[src/rtl/uart_tx_frame_gen.sv]
// rtl/uart_tx_frame_gen.sv - UART transmit frame generator
//
// Serialises one frame per accepted word: start bit, DATA_WIDTH data bits
// (LSB first), optional parity bit, then 1 or 2 stop bits. Every bit lasts
// PRESCALE+1 clock cycles. Frame configuration is latched at accept time.
//
// Optional feature macro: UART_TX_BREAK_EN (adds i_break_req and a break
// sequence: line low for 2 x frame-length bit periods, then one stop period).
//
// Ports:
//   i_clk         system clock, rising edge
//   i_rst         synchronous active-high reset
//   i_break_req   (UART_TX_BREAK_EN only) request a break from IDLE
//   i_p_data      parallel data word
//   i_data_valid  source offers i_p_data
//   i_par_en      insert parity bit
//   i_par_typ     0 even parity, 1 odd parity
//   i_stop2       two stop bits when high
//   i_prescale    bit period minus one, in clock cycles
//   o_ready       word accepted when i_data_valid & o_ready
//   o_tx_out      serial line, idles high
//   o_busy        high while a frame (or break) is on the line
module uart_tx_frame_gen #(
  parameter int DATA_WIDTH  = 8,
  parameter int PRESC_WIDTH = 16
) (
  input  logic                   i_clk,
  input  logic                   i_rst,
`ifdef UART_TX_BREAK_EN
  input  logic                   i_break_req,
`endif
  input  logic [DATA_WIDTH-1:0]  i_p_data,
  input  logic                   i_data_valid,
  input  logic                   i_par_en,
  input  logic                   i_par_typ,
  input  logic                   i_stop2,
  input  logic [PRESC_WIDTH-1:0] i_prescale,
  output logic                   o_ready,
  output logic                   o_tx_out,
  output logic                   o_busy
);

  typedef enum logic [2:0] {
    S_IDLE, S_START, S_DATA, S_PARITY, S_STOP, S_BREAK, S_BRK_STOP
  } state_t;

  // Bit counter must reach 2 x longest frame (2 x 13) during a break.
  localparam logic [4:0]             LAST_DATA = 5'(DATA_WIDTH - 1);
  localparam logic [PRESC_WIDTH-1:0] ONE_P     = PRESC_WIDTH'(1);

  state_t                  r_state;
  state_t                  w_state_nxt;
  logic [PRESC_WIDTH-1:0]  r_clk_cnt;
  logic [PRESC_WIDTH-1:0]  r_presc;
  logic [4:0]              r_bit_cnt;
  logic [DATA_WIDTH-1:0]   r_shift;
  logic                    r_par;
  logic                    r_par_en;
  logic                    r_stop2;
  logic                    w_bit_end;
  logic                    w_accept;
`ifdef UART_TX_BREAK_EN
  logic [4:0]              r_brk_last;
  logic                    w_brk_start;
`endif

  always_ff @(posedge i_clk) begin
    if (i_rst) begin
      r_state <= S_IDLE;
    end else begin
      r_state <= w_state_nxt;
    end
  end

  always_comb begin
    w_state_nxt = r_state;
    w_bit_end   = (r_clk_cnt == r_presc);
    w_accept    = 1'b0;
    o_tx_out    = 1'b1;
    o_busy      = 1'b1;
    o_ready     = 1'b0;
`ifdef UART_TX_BREAK_EN
    w_brk_start = 1'b0;
`endif
    case (r_state)
      S_IDLE: begin
        o_busy  = 1'b0;
        o_ready = 1'b1;
`ifdef UART_TX_BREAK_EN
        // A pending break wins over data, so data is refused this cycle.
        if (i_break_req) begin
          o_ready     = 1'b0;
          w_brk_start = 1'b1;
          w_state_nxt = S_BREAK;
        end else
`endif
        if (i_data_valid) begin
          w_accept    = 1'b1;
          w_state_nxt = S_START;
        end
      end
      S_START: begin
        o_tx_out = 1'b0;
        if (w_bit_end) w_state_nxt = S_DATA;
      end
      S_DATA: begin
        o_tx_out = r_shift[0];
        if (w_bit_end && (r_bit_cnt == LAST_DATA))
          w_state_nxt = r_par_en ? S_PARITY : S_STOP;
      end
      S_PARITY: begin
        o_tx_out = r_par;
        if (w_bit_end) w_state_nxt = S_STOP;
      end
      S_STOP: begin
        // Final cycle of the last stop bit doubles as an accept slot so
        // back-to-back frames have no idle gap.
        if (w_bit_end && (r_bit_cnt == {4'b0, r_stop2})) begin
          o_ready = 1'b1;
          if (i_data_valid) begin
            w_accept    = 1'b1;
            w_state_nxt = S_START;
          end else begin
            w_state_nxt = S_IDLE;
          end
        end
      end
`ifdef UART_TX_BREAK_EN
      S_BREAK: begin
        o_tx_out = 1'b0;
        if (w_bit_end && (r_bit_cnt == r_brk_last)) w_state_nxt = S_BRK_STOP;
      end
      S_BRK_STOP: begin
        if (w_bit_end) w_state_nxt = S_IDLE;
      end
`endif
      default: begin
        w_state_nxt = S_IDLE;
      end
    endcase
  end

  always_ff @(posedge i_clk) begin
    if (i_rst) begin
      r_clk_cnt  <= '0;
      r_bit_cnt  <= '0;
      r_presc    <= '0;
      r_shift    <= '0;
      r_par      <= 1'b0;
      r_par_en   <= 1'b0;
      r_stop2    <= 1'b0;
`ifdef UART_TX_BREAK_EN
      r_brk_last <= '0;
`endif
    end else if (w_accept) begin
      r_shift   <= i_p_data;
      r_par     <= i_par_typ ? ~^i_p_data : ^i_p_data;
      r_par_en  <= i_par_en;
      r_stop2   <= i_stop2;
      r_presc   <= i_prescale;
      r_clk_cnt <= '0;
      r_bit_cnt <= '0;
    end
`ifdef UART_TX_BREAK_EN
    else if (w_brk_start) begin
      // Last index of 2 x (2 + DATA_WIDTH + par + stop2) low bit periods.
      r_brk_last <= 5'(2 * (2 + DATA_WIDTH) - 1)
                    + {3'b0, i_par_en, 1'b0} + {3'b0, i_stop2, 1'b0};
      r_presc    <= i_prescale;
      r_clk_cnt  <= '0;
      r_bit_cnt  <= '0;
    end
`endif
    else if (r_state != S_IDLE) begin
      if (w_bit_end) begin
        r_clk_cnt <= '0;
        if (r_state == S_DATA) r_shift <= {1'b0, r_shift[DATA_WIDTH-1:1]};
        // Counter restarts whenever the state changes, so it indexes bits
        // within the current state only.
        if (w_state_nxt != r_state) r_bit_cnt <= '0;
        else                        r_bit_cnt <= r_bit_cnt + 5'd1;
      end else begin
        r_clk_cnt <= r_clk_cnt + ONE_P;
      end
    end
  end

endmodule
[config.mk]
export PLATFORM = sky130hd
export DESIGN_NAME = uart_tx_frame_gen
export DESIGN_NICKNAME = d
export VERILOG_FILES = /design/src/rtl/uart_tx_frame_gen.sv
export SDC_FILE = /design/constraint.sdc
export NUM_CORES = 1
export LEC_CHECK = 0
export BUFFER_PORTS_ARGS = -buffer_cell sky130_fd_sc_hd__buf_2
export CAP_MARGIN = 25
export CORE_ASPECT_RATIO = 0.8
export CORE_MARGIN = 4
export CORE_UTILIZATION = 47
export DETAILED_ROUTE_END_ITERATION = 12
export GPL_TIMING_DRIVEN = 0
export PLACE_DENSITY = 0.67
export SLEW_MARGIN = 20
export SYNTH_ARGS = -nofsm -noshare
export SYNTH_HDL_FRONTEND = slang
export SYNTH_SLANG_ARGS = --single-unit
[constraint.sdc]
create_clock -name i_clk -period 2.7 [get_ports i_clk]
set_clock_uncertainty 0.05 [all_clocks]
set_input_delay 0.135 -clock i_clk [delete_from_list [all_inputs] [get_ports i_clk]]
set_output_delay 0.135 -clock i_clk [all_outputs]
set_load 0.01 [all_outputs]
## Yosys cells after proc, flatten, opt, wreduce, memory -nomap -nowiden

Cells that the tools add are included.
Widths: inputs -> output; s select.

- Bits in registers: 51
- Input bits: 30
- Word-level logic and storage cells: 52

- Add/sub/neg operators: 2
- Equal/unequal tests: 8
- Multiplexer cells: 22
- Reductions and logical operators: 12

Operators with widths:

| operator | number |
|---|---|
| $mux 8 | 4 |
| $mux 3 | 6 |
| $add 16x1->16 const B | 1 |
| $eq 16x16->1 | 1 |
| $mux 16 | 1 |
| $pmux 3 s5 | 1 |
| $reduce_xnor 8->1 | 1 |
| $reduce_xor 8->1 | 1 |
| $eq 3x2->1 const B | 2 |
| $mux 1 | 6 |
| $reduce_bool 2->1 | 3 |
| $add 5x1->5 const B | 1 |
| $eq 5x1->1 | 1 |
| $eq 5x3->1 const B | 1 |
| $mux 5 | 1 |
| $pmux 1 s2 | 2 |
| $eq 3x1->1 const B | 1 |
| $eq 3x3->1 const B | 1 |
| $logic_not 3->1 | 1 |
| $ne 3x3->1 | 1 |
| $pmux 1 s3 | 1 |
| $reduce_and 3->1 | 1 |
| $reduce_bool 3->1 | 1 |
| $logic_and 1x1->1 | 2 |
| 2 further kinds | 2 |

## Longest topological paths before layout

Gate-level depths: netlist of run 1.

- Depth in word-level cells: 6
- Gate-level depth with buffers: 9
- Mapped depth without buffers: 8

## Worst setup path after synthesis of run 1

OpenSTA, ideal clock, no wires.

- Path kind: reg-to-reg
- From: reg r_state[1]
- To: reg r_clk_cnt[10]
- Library setup time: 117 ps
- Arrival time: 1,820 ps
- Required time: 2,533 ps
- Setup slack: 713 ps
- Cell stages (with the launch flop): 10
- Path buffers: 2
- Path through: dfxtp_1 > buf_2 > or2_2 > nor2_1 > inv_1 > and3_1 > clkbuf_1 > nand4_1 > xor2_1 > nor2_1

- Longest elaborated chain between the ends: 3
- Elaborated cells between the ends (all ways): 5
- Classes of those cells: eq/ne: 1; mux: 1; reduce/logical: 3

Ends and longest elaborated chain:

| item | line | RTL |
|---|---|---|
| start: declaration | 51 | `state_t r_state;` |
| start signal: assignment | 71 | `r_state <= w_state_nxt;` |
| $eq 3x3->1 / $logic_not 3->1 (equally long branches) | 85 | `case (r_state)` |
| $pmux 1 s2 | 85 |  |
| $reduce_or 2->1 (no line) | n/a |  |
| end signal: assignment | 183 | `r_clk_cnt <= r_clk_cnt + ONE_P;` |
| end: declaration | 53 | `logic [PRESC_WIDTH-1:0] r_clk_cnt;` |

Several ways; a longest one is shown, not always the timed one.
A chain may end at the register's enable or synchronous reset.

## Final worst setup path of run 1

- From: reg r_clk_cnt[11]
- To: out o_ready

- Longest elaborated chain between the ends: 4

Ends and longest elaborated chain:

| item | line | RTL |
|---|---|---|
| $eq 16x16->1 | 77 | `w_bit_end = (r_clk_cnt == r_presc);` |
| $logic_and 1x1->1 | 118 | `if (w_bit_end && (r_bit_cnt == {4'b0, r_stop2})) begin` |
| $mux 1 | 118 |  |
| $pmux 1 s2 | 85 |  |
| end: declaration | 38 | `output logic o_ready,` |

Every way passes these cells.

==> results.py, run 1 <==
metrics = {
    "floorplan": {
        "start_util": 0.492,
        "core_region_area_sq_um": 5090,
        "ios": 33,
        "die_x_microns": 89.6,
        "rows": 23,
        "fp.dieH_microns": 73.3,
        "die_area_sq_um": 6570,
    },
    "placement": {
        "gp_congestion": 0.787,
        "dp_hpwl_mm": 3.97,
        "dp_slack_ns": 0.436,
        "portBuffers": 32,
    },
    "global_route": {
        "grt_use_total": 0.180,
        "grt_max_degree": 17,
        "grt_pass1_vias": 1926,
        "grt_pass1_wl_mm": 9.00,
        "antenna_found_initial": 0,
        "overflow": 0,
    },
    "timing": {
        "worst_pin_slew_ns": 0.681,
        "worst_slack_ns": 0.181,
        "drv_slew": 0,
        "rsz0062_at_grt": "false",
        "final.setup.tns_ns": 0,
        "period_share": 0.933,
        "hold_violations": 0,
        "setup_viol": 0,
        "fmax_mhz": 397,
        "slew_headroom": 0.541,
        "whs_ns": 0.00489,
        "finalCriticalPeriod_ns": 2.52,
    },
    "clock_tree": {
        "clk_path_buf_depth": 2,
        "cts.clk_slew.worst_paths_ns": 0.10,
        "numCtsBuffers": 5,
        "cts_sinks": 51,
        "cts_tree": "built",
        "postCtsSetupBuffers": 0,
        "clock_latency_ns": 0.31,
        "cts_max_level": 2,
        "clockRootBuffer": "clkbuf_8",
    },
    "power_and_ir_drop": {
        "ir_worst_vdd_mv": 0.347,
        "p_leak_nw": 1.28,
        "power.density_nw_per_um2": 569,
    },
    "synth": {
        "synth_edf_count": 0,
        "ys_types": 37,
        "syn_inst": 282,
        "synth_area_leaders": "dfxtp_1 (41%), mux2i_1 (10%), xor2_1 (9.4%)",
        "ys_warn_count": 0,
        "ys.flop_type": "dfxtp_1",
        "synth_top_area_frac": 0.407,
        "async_reset_ff_frac": 0,
        "synth-seq-cells": 51,
        "syn_avg_cell_area_sq_um": 8.89,
        "yosys.area.top_type": "dfxtp_1",
        "seq_area_frac_synth": 0.407,
        "synthesis.area_sq_um": 2510,
        "syn-num-nets": 314,
    },
    "hold_path": {
        "hold_start": "i_prescale[2]",
        "worstHoldPathType": "input pin to flop",
    },
    "route": {
        "ant_nets": 0,
        "drt_iter0_markers": 90,
        "via_per_inst": 5.23,
        "vias": 2030,
        "drt_first_pass_iters": 5,
        "finalWirelength_mm": 5.38,
        "drcViolationCount": 0,
        "wl_per_cell_microns": 13.9,
    },
    "critical_path": {
        "reg2reg_from": "r_clk_cnt[11]",
        "endpoint_kind": "primary output",
        "cp_max_fo": 6,
        "path_buf_inv": 1,
        "worst-setup-path-type": "flop to primary output",
        "startpoint_type": "flop",
        "path_cells": "xor2_1 -> nor4_1 -> nand4_1 -> o21ai_1 -> nor2b_1 -> buf_2",
        "startpoint": "r_clk_cnt[11]",
        "crit_arrival_ns": 2.33,
        "crit_family": "simple AND/OR/NAND/NOR gates",
        "crit_path_max_incr_delay_ns": 0.46,
        "crit_required_ns": 2.52,
        "cp_slowest_cell": "nor4_1",
    },
    "finish": {
        "layout.nets": 357,
        "antenna_cells": 0,
        "drive_gt1_frac": 0.156,
        "area_growth_pct": 14.6,
    },
    "outcome": {
        "status": "finished clean",
    },
    "run": {
        "max-cap-violations": 0,
    },
}
what timing repair did:
item | 4_1_cts | 5_1_grt
hold endpoints to repair | 4 | 0
hold buffers | 4 | 0
resized for setup | 0 | 1
endpoints found under the setup margin | 0 | 1
tightest hold or removal path, stage by stage:
cell     delay (ns)
buf_2          0.07
mux2i_1        0.05
nor2_1         0.07
flip-flops by register name, indices dropped and copies added (netlist names):
register   count
r_presc       16
r_state        3
r_stop2        1
r_shift        8
r_par_en       1
r_bit_cnt      5
r_par          1
r_clk_cnt     16
path summary, 6_finish.rpt:
kind,cells past startpoint,slack [ns],to
worst max register to register,8,0.37,r_stop2
worst max-delay path,6,0.18,o_ready
worst min register to register,2,0.43,r_shift[1]
worst min-delay path,3,0.005,r_presc[2]
placed cells by master (no fill, tap or decap), types with 2 or more instances in the layout:
cell type / synthesis / routed
a211oi_1: 6 / 6
a21oi_1: 12 / 12
and3_1: 5 / 5
buf_2: 5 / 37
clkbuf_1: 7 / 7
clkbuf_8: 0 / 5
clkinvlp_4: 0 / 2
dfxtp_1: 51 / 51
dlygate4sd3_1: 0 / 4
ha_1: 2 / 2
inv_1: 5 / 5
mux2i_1: 26 / 26
nand2_1: 12 / 12
nand2b_1: 5 / 5
nand3_1: 11 / 11
nand3b_1: 2 / 2
nand4_1: 5 / 5
nor2_1: 49 / 49
nor2b_1: 5 / 5
nor3_1: 5 / 5
nor4_1: 5 / 5
o21a_1: 3 / 3
o21ai_0: 8 / 7
xnor2_1: 11 / 11
xor2_1: 27 / 27
cells in the mapped netlist (2+ instances only):
| cell | n |
|---|---|
| nor2_1 | 49 |
| dfxtp_1 | 51 |
| xor2_1 | 27 |
| nand2b_1 | 5 |
| nand2_1 | 12 |
| nor3_1 | 5 |
| nand3_1 | 11 |
| a211oi_1 | 6 |
| nor2b_1 | 5 |
| o21a_1 | 3 |
| o21ai_0 | 8 |
| buf_2 | 5 |
| clkbuf_1 | 7 |
| a21oi_1 | 12 |
| inv_1 | 5 |
| nand3b_1 | 2 |
| xnor2_1 | 11 |
| ha_1 | 2 |
| mux2i_1 | 26 |
| and3_1 | 5 |
| nor4_1 | 5 |
| nand4_1 | 5 |
stage by stage:
stage	utilization	cell area [sq um]	instances	power (mW)
finish	0.564	2870	388	1.63
global route	0.564	2870	388	1.72
CTS	0.564	2870	388	1.65
detailed placement	0.539	2740	376	1.20
global placement	0.539	2740	376	1.20
floorplan	-	2510	282	1.10
kinds of logic after synthesis:
kind of cell               share of synthesized area
muxes                                          0.104
AOI/OAI and AO/OA                             0.0819
xor gates and xnor gates                       0.133
buffers and inverters                         0.0325
and+or+nand+nor                                0.232
adders and majority gates                    0.00998
DFF                                            0.407
layout make-up:
cell class | count | area [sq um]
plain buffers | 13 | 62.6
clock buffers | 5 | 68.8
clock inverters | 3 | 20.0
fillers | 474 | 2220
inverters | 5 | 18.8
multi-input cells | 213 | 1400
flip-flops and latches | 51 | 1020
well taps | 62 | 77.6
repair buffers | 36 | 200
per-layer routing:
layer | part of all wire | wire length (microns) | vias to the layer above | global-route usage
li1 | - | - | 1047 | -
met5 | 0 | 0 | - | 0
met1 | 0.50 | 2710 | 931 | 0.255
met2 | 0.44 | 2350 | 44 | 0.268
met3 | 0.041 | 218 | 8 | 0.0381
met4 | 0.018 | 97 | 0 | 0.0661
report_power, final:
part	total (mW)	internal, mW	switching (mW)
logic	0.352	0.155	0.198
clock network	0.444	0.181	0.263
registers	0.838	0.803	0.0347
total	1.63	1.14	0.496
Note: power is estimated with default switching activity, not from simulation.
==> run 2, diff against run 1 <==
CORE_UTILIZATION = 40   (was 47)
PLACE_DENSITY = default   (was 0.67)
==> run 2 against run 1 <==
Effect of this change:
- design area up 1.2%
- fmax up 0.44%
- worst hold slack better by 0.0014 ns
- first-iteration DRC count down 31%
- utilization down 8.0 points
- final cell count up 4.9%
- flip-flop and latch count unchanged
- via count down 0.54%
- sequential power about the same
- critical path depth unchanged
==> results.py, run 2 (synthesis results as in run 1) <==
metrics = {
    "critical_path": {
        "startpoint": "r_clk_cnt[11]",
        "cp_max_fo": 6,
        "worst-setup-path-type": "flop to primary output",
        "reg2reg_from": "r_clk_cnt[11]",
        "endpoint": "o_ready",
        "startpoint_type": "flop",
        "reg2reg_to": "r_presc[2]",
        "crit_path_max_incr_delay_ns": 0.46,
        "ff2ff_path_depth": 8,
        "path_cells": "xor2_1 -> nor4_1 -> nand4_1 -> o21ai_1 -> nor2b_1 -> buf_2",
        "path_buf_inv": 1,
        "crit_family": "simple AND/OR/NAND/NOR gates",
        "crit_arrival_ns": 2.32,
        "ff2ff_setup_slack_ns": 0.37,
        "crit_required_ns": 2.52,
        "cp_slowest_cell": "nor4_1",
        "endpoint_kind": "primary output",
        "crit_cells": 6,
    },
    "clock_tree": {
        "numCtsBuffers": 5,
        "postCtsSetupBuffers": 0,
        "clock_latency_ns": 0.31,
        "cts.clk_slew.worst_paths_ns": 0.10,
        "cts_sinks": 51,
        "cts_tree": "built",
        "clockRootBuffer": "clkbuf_8",
        "clk_path_buf_depth": 2,
        "cts_max_level": 2,
    },
    "floorplan": {
        "die_area_sq_um": 7600,
        "fp.dieH_microns": 78.8,
        "ios": 33,
        "core_region_area_sq_um": 6010,
        "die_x_microns": 96.5,
        "start_util": 0.417,
        "rows": 25,
    },
    "route": {
        "drt_iter0_markers": 62,
        "wl_per_cell_microns": 13.3,
        "vias": 2019,
        "finalWirelength_mm": 5.42,
        "via_per_inst": 4.96,
        "ant_nets": 0,
        "drcViolationCount": 0,
        "drt_first_pass_iters": 4,
    },
    "power_and_ir_drop": {
        "power.density_nw_per_um2": 573,
        "ir_worst_vdd_mv": 0.271,
        "p_leak_nw": 1.29,
    },
    "timing": {
        "rsz0062_at_grt": "false",
        "slew_headroom": 0.575,
        "drv_slew": 0,
        "period_share": 0.929,
        "final.setup.tns_ns": 0,
        "worst_pin_slew_ns": 0.631,
        "setup_viol": 0,
        "hold_violations": 0,
        "finalCriticalPeriod_ns": 2.51,
        "fmax_mhz": 399,
    },
    "hold_path": {
        "worstHoldPathType": "input pin to flop",
    },
    "finish": {
        "antenna_cells": 0,
        "stdcell_count": 407,
        "final_cell_mix": "dfxtp_1 (51), nor2_1 (49), buf_2 (37)",
        "final_area_sq_um": 2910,
        "seq_area_sq_um": 1020,
        "area_growth_pct": 16.0,
        "final_common_cell": "dfxtp_1",
        "top_regs": "r_clk_cnt x16, r_presc x16, r_shift x8",
        "multi_input_area_sq_um": 1400,
        "drive_gt1_frac": 0.156,
        "fillers": 620,
        "layout.nets": 357,
    },
    "run": {
        "max-cap-violations": 0,
    },
    "outcome": {
        "status": "finished clean",
    },
    "placement": {
        "dp_hpwl_mm": 3.96,
        "placed_cell_area_sq_um": 2770,
        "dp_cells": 395,
        "portBuffers": 32,
        "gp_congestion": 0.798,
    },
    "global_route": {
        "grt_pass1_vias": 1854,
        "grt_use_total": 0.149,
        "grt_max_degree": 17,
        "antenna_found_initial": 0,
        "overflow": 0,
        "grt_pass1_wl_mm": 8.88,
    },
}
run 2: changes by cell type in the layout (fill, tap and decap cells not counted):
cell        delta
clkinv_2       -1
clkbuf_8       +1
clkinv_4       +1
clkinvlp_4     -1
run 2: layout make-up:
| class | count | area share |
|---|---|---|
| tap | 81 | 0.0349 |
| clock buffer | 6 | 0.0284 |
| clock inverter | 2 | 0.00560 |
| inverter | 5 | 0.00646 |
| sequential | 51 | 0.351 |
| multi-input combinational | 213 | 0.483 |
| buffer | 13 | 0.0215 |
| timing repair buffer | 36 | 0.0689 |
run 2: repair_timing:
action | in CTS | in global routing
hold buffers | 3 | 1
endpoints found under the hold margin | 3 | 1
gates resized for setup | 0 | 1
setup endpoints to repair | 0 | 1
run 2: how the worst min path moves through the flow:
stage                    from           to  slack, ns  cells after the start
6_report        i_prescale[1]   r_presc[1]      0.006                      3
5_1_grt         i_prescale[3]   r_presc[3]       0.03                      3
4_1_cts         i_prescale[6]   r_presc[6]     0.0002                      3
3_5_place_dp    i_prescale[6]   r_presc[6]       0.32                      3
3_3_place_gp   i_prescale[14]  r_presc[14]       0.32                      3
2_1_floorplan        i_par_en     r_par_en       0.23                      2
run 2: metrics by stage:
| step | util | power (mW) | worst slack, ns | hold WS [ns] |
|---|---|---|---|---|
| global placement | 0.461 | 1.20 | 0.404 | 0.316 |
| global route | 0.484 | 1.75 | 0.115 | 0.0285 |
| floorplan | - | 1.10 | 0.713 | 0.229 |
| finish | 0.484 | 1.67 | 0.192 | 0.00627 |
| detailed placement | 0.461 | 1.20 | 0.405 | 0.322 |
| CTS | 0.482 | 1.68 | 0.137 | 0.000209 |
run 2: power by group:
part	internal (mW)	switching (mW)	leakage (nW)
Combinational	0.155	0.198	0.828
Clock	0.210	0.266	0.0474
Sequential	0.803	0.0332	0.416
Total	1.17	0.497	1.29
run 2: per-layer routing:
layer  GRT usage  part of all wire  routed length (microns)  up-vias
met5           0                 0                        0        -
met4      0.0504             0.013                       72        0
met3      0.0398             0.040                      216        7
met2       0.208              0.40                     2180       29
met1       0.220              0.55                     2960      931
li1            -                 -                        -     1052
run 2: worst min-delay path, stage by stage:
cell and delay [ns]:
buf_2 0.08, mux2i_1 0.05, nor2_1 0.07
==> run 3, diff against run 2 <==
ABC_AREA = 1   (was default)
CORE_ASPECT_RATIO = default   (was 0.8)
==> run 3 against run 2 <==
Effect of this change:
- final cell count grew 24%
- die area grew 4.3%
- clock power is 31% higher
- critical endpoint is now r_presc[9]
==> results.py, run 3 <==
metrics = {
    "global_route": {
        "grt_pass1_wl_mm": 10.0,
        "grt_pass1_vias": 2223,
        "grt_use_total": 0.162,
        "antenna_found_initial": 0,
        "overflow": 0,
        "grt_max_degree": 16,
    },
    "synth": {
        "yosys.area.top_type": "dfxtp_1",
        "synth_edf_count": 0,
        "yosys-top-cells-count": "nand2_1 (96), dfxtp_1 (51), inv_1 (43), a21oi_1 (38), nor2_1 (37)",
        "synthesis.area_sq_um": 2630,
        "ys_warn_count": 0,
        "syn-num-nets": 419,
        "synth_area_leaders": "dfxtp_1 (39%), nand2_1 (14%), a21oi_1 (7.2%)",
        "ys_types": 32,
        "syn_avg_cell_area_sq_um": 6.79,
        "synth_top_area_frac": 0.389,
        "syn_inst": 387,
        "ys.flop_type": "dfxtp_1",
        "synth-seq-cells": 51,
        "synth.most_common_cell": "nand2_1",
        "async_reset_ff_frac": 0,
        "seq_area_frac_synth": 0.389,
    },
    "placement": {
        "gp_congestion": 0.790,
        "portBuffers": 31,
        "dp_cells": 495,
        "dp_hpwl_mm": 4.48,
    },
    "critical_path": {
        "ff2ff_setup_slack_ns": 0.52,
        "reg2reg_to": "r_presc[9]",
        "startpoint_type": "flop",
        "ff2ff_path_depth": 12,
        "crit_arrival_ns": 2.30,
        "crit_required_ns": 2.83,
        "startpoint": "r_clk_cnt[12]",
        "endpoint": "r_presc[9]",
        "endpoint_kind": "flop",
        "cp_max_fo": 10,
        "reg2reg_from": "r_clk_cnt[12]",
        "worst-setup-path-type": "flop to flop",
    },
    "floorplan": {
        "start_util": 0.414,
        "fp.dieH_microns": 89.1,
        "die_area_sq_um": 7930,
        "rows": 29,
        "die_x_microns": 89.1,
        "ios": 33,
        "core_region_area_sq_um": 6350,
    },
    "power_and_ir_drop": {
        "power.density_nw_per_um2": 568,
        "sw_frac_of_total": 0.262,
        "p_switching_mw": 0.449,
        "seqPwrFrac": 0.476,
        "finalPower_mw": 1.71,
        "pwr-share-clk": 0.365,
        "internal_power_mw": 1.26,
        "comb_power_share": 0.160,
        "ir_worst_vdd_mv": 0.302,
        "p_leak_nw": 1.27,
    },
    "clock_tree": {
        "cts.clk_slew.worst_paths_ns": 0.10,
        "clockRootBuffer": "clkbuf_8",
        "holdBufCountCts": 0,
        "clock_latency_ns": 0.30,
        "numCtsBuffers": 5,
        "cts_tree": "built",
        "cts_sinks": 51,
        "cts_max_level": 2,
        "cts_resized": 0,
        "postCtsSetupBuffers": 0,
        "clk_path_buf_depth": 2,
    },
    "timing": {
        "final.setup.tns_ns": 0,
        "hold_violations": 0,
        "rsz0062_at_grt": "false",
        "drv_slew": 0,
        "slew_headroom": 0.652,
        "setup_viol": 0,
        "fmax_mhz": 460,
        "finalCriticalPeriod_ns": 2.18,
        "whs_ns": 0.0438,
        "period_share": 0.806,
        "worst_pin_slew_ns": 0.522,
    },
    "outcome": {
        "status": "finished clean",
    },
    "finish": {
        "drive_gt1_frac": 0.162,
        "layout.nets": 457,
        "antenna_cells": 0,
        "stdcell_count": 503,
        "top_regs": "r_clk_cnt x16, r_presc x16, r_shift x8",
        "area_growth_pct": 14.6,
        "final_common_cell": "nand2_1",
        "final_cell_mix": "nand2_1 (96), dfxtp_1 (51), inv_1 (43)",
    },
    "route": {
        "via_per_inst": 4.80,
        "ant_nets": 0,
        "finalWirelength_mm": 5.95,
        "drcViolationCount": 0,
        "vias": 2415,
        "drt_iter0_markers": 72,
        "drt_first_pass_iters": 5,
        "wl_per_cell_microns": 11.8,
    },
    "hold_path": {
        "min_path_cells": 3,
        "hold_start": "i_prescale[11]",
        "worstHoldPathType": "input pin to flop",
    },
    "run": {
        "max-cap-violations": 0,
    },
}
run 3: cell count changes after synthesis, sizes merged, moves of 7 or more:
cell | previous run | this run
nand2 | 13 | 100
o21ai | 8 | 31
mux2i | 26 | 0
inv | 5 | 56
a21oi | 13 | 38
nand3 | 11 | 18
nor2 | 49 | 42
xor2 | 27 | 6
run 3: power groups by stage:
| stage | clock (mW) | combinational, mW | sequential [mW] |
|---|---|---|---|
| finish | 0.624 | 0.273 | 0.814 |
| global route | 0.667 | 0.315 | 0.819 |
| CTS | 0.643 | 0.278 | 0.814 |
| detailed placement | 0 | 0.276 | 0.832 |
| global placement | 0 | 0.272 | 0.831 |
| floorplan | 0 | 0.197 | 0.826 |
run 3: per-stage QoR:
| stage | utilization | instance area (sq um) | worst slack, ns |
|---|---|---|---|
| final | 0.474 | 3010 | 0.525 |
| after CTS | 0.474 | 3010 | 0.509 |
| after global routing | 0.474 | 3010 | 0.319 |
| after detailed placement | 0.453 | 2880 | 0.516 |
| after global placement | 0.453 | 2880 | 0.577 |
| after floorplan | - | 2630 | 0.969 |
run 3: layout make-up:
type | count | area, sq um
Multi-Input combinational cell | 270 | 1340
Clock buffer | 6 | 72.6
Tap cell | 77 | 96.3
Fill cell | 653 | 3340
Clock inverter | 2 | 60.1
Buffer | 10 | 52.6
Timing Repair Buffer | 31 | 155
Sequential cell | 51 | 1020
Inverter | 56 | 210
run 3: worst max-delay path, stage by stage, from the launching register on:
cell and delay, ns:
dfxtp_1 0.39, inv_1 0.08, nand2_1 0.06, nand2_1 0.07
nor2_1 0.12, nand2_1 0.11, nor2_4 0.17, nand3_2 0.14
nand2_2 0.12, nand3_4 0.14, clkbuf_1 0.30, o21ai_0 0.24
a21oi_1 0.07
run 3: per-layer routing:
| layer | GRT usage | vias to the layer above | wire, microns |
|---|---|---|---|
| li1 | - | 1320 | - |
| met1 | 0.226 | 1056 | 3030 |
| met2 | 0.257 | 34 | 2670 |
| met3 | 0.0313 | 5 | 187 |
| met4 | 0.0406 | 0 | 53 |
| met5 | 0 | - | 0 |
run 3: cell families (layout without fill, tap and decap cells):
kind of cell             count (synthesis)  after routing  synth area share
AO/OA/AOI/OAI                           77             77             0.152
flip-flops                              51             51             0.389
AND/OR/NAND/NOR                        178            178             0.305
buffers and inverters                   66            105             0.100
XOR/XNOR                                12             12            0.0400
multiplexers                             1              1           0.00429
adder cells (fa/ha/maj)                  2              2           0.00952
run 3: how the worst min path moves through the flow:
stage                              to  slack, ns
final                     r_presc[11]       0.04
after CTS                 r_presc[11]       0.03
after floorplan            r_shift[7]       0.23
after detailed placement  r_presc[11]       0.35
after global placement    r_presc[11]       0.36
after global routing      r_presc[11]       0.05
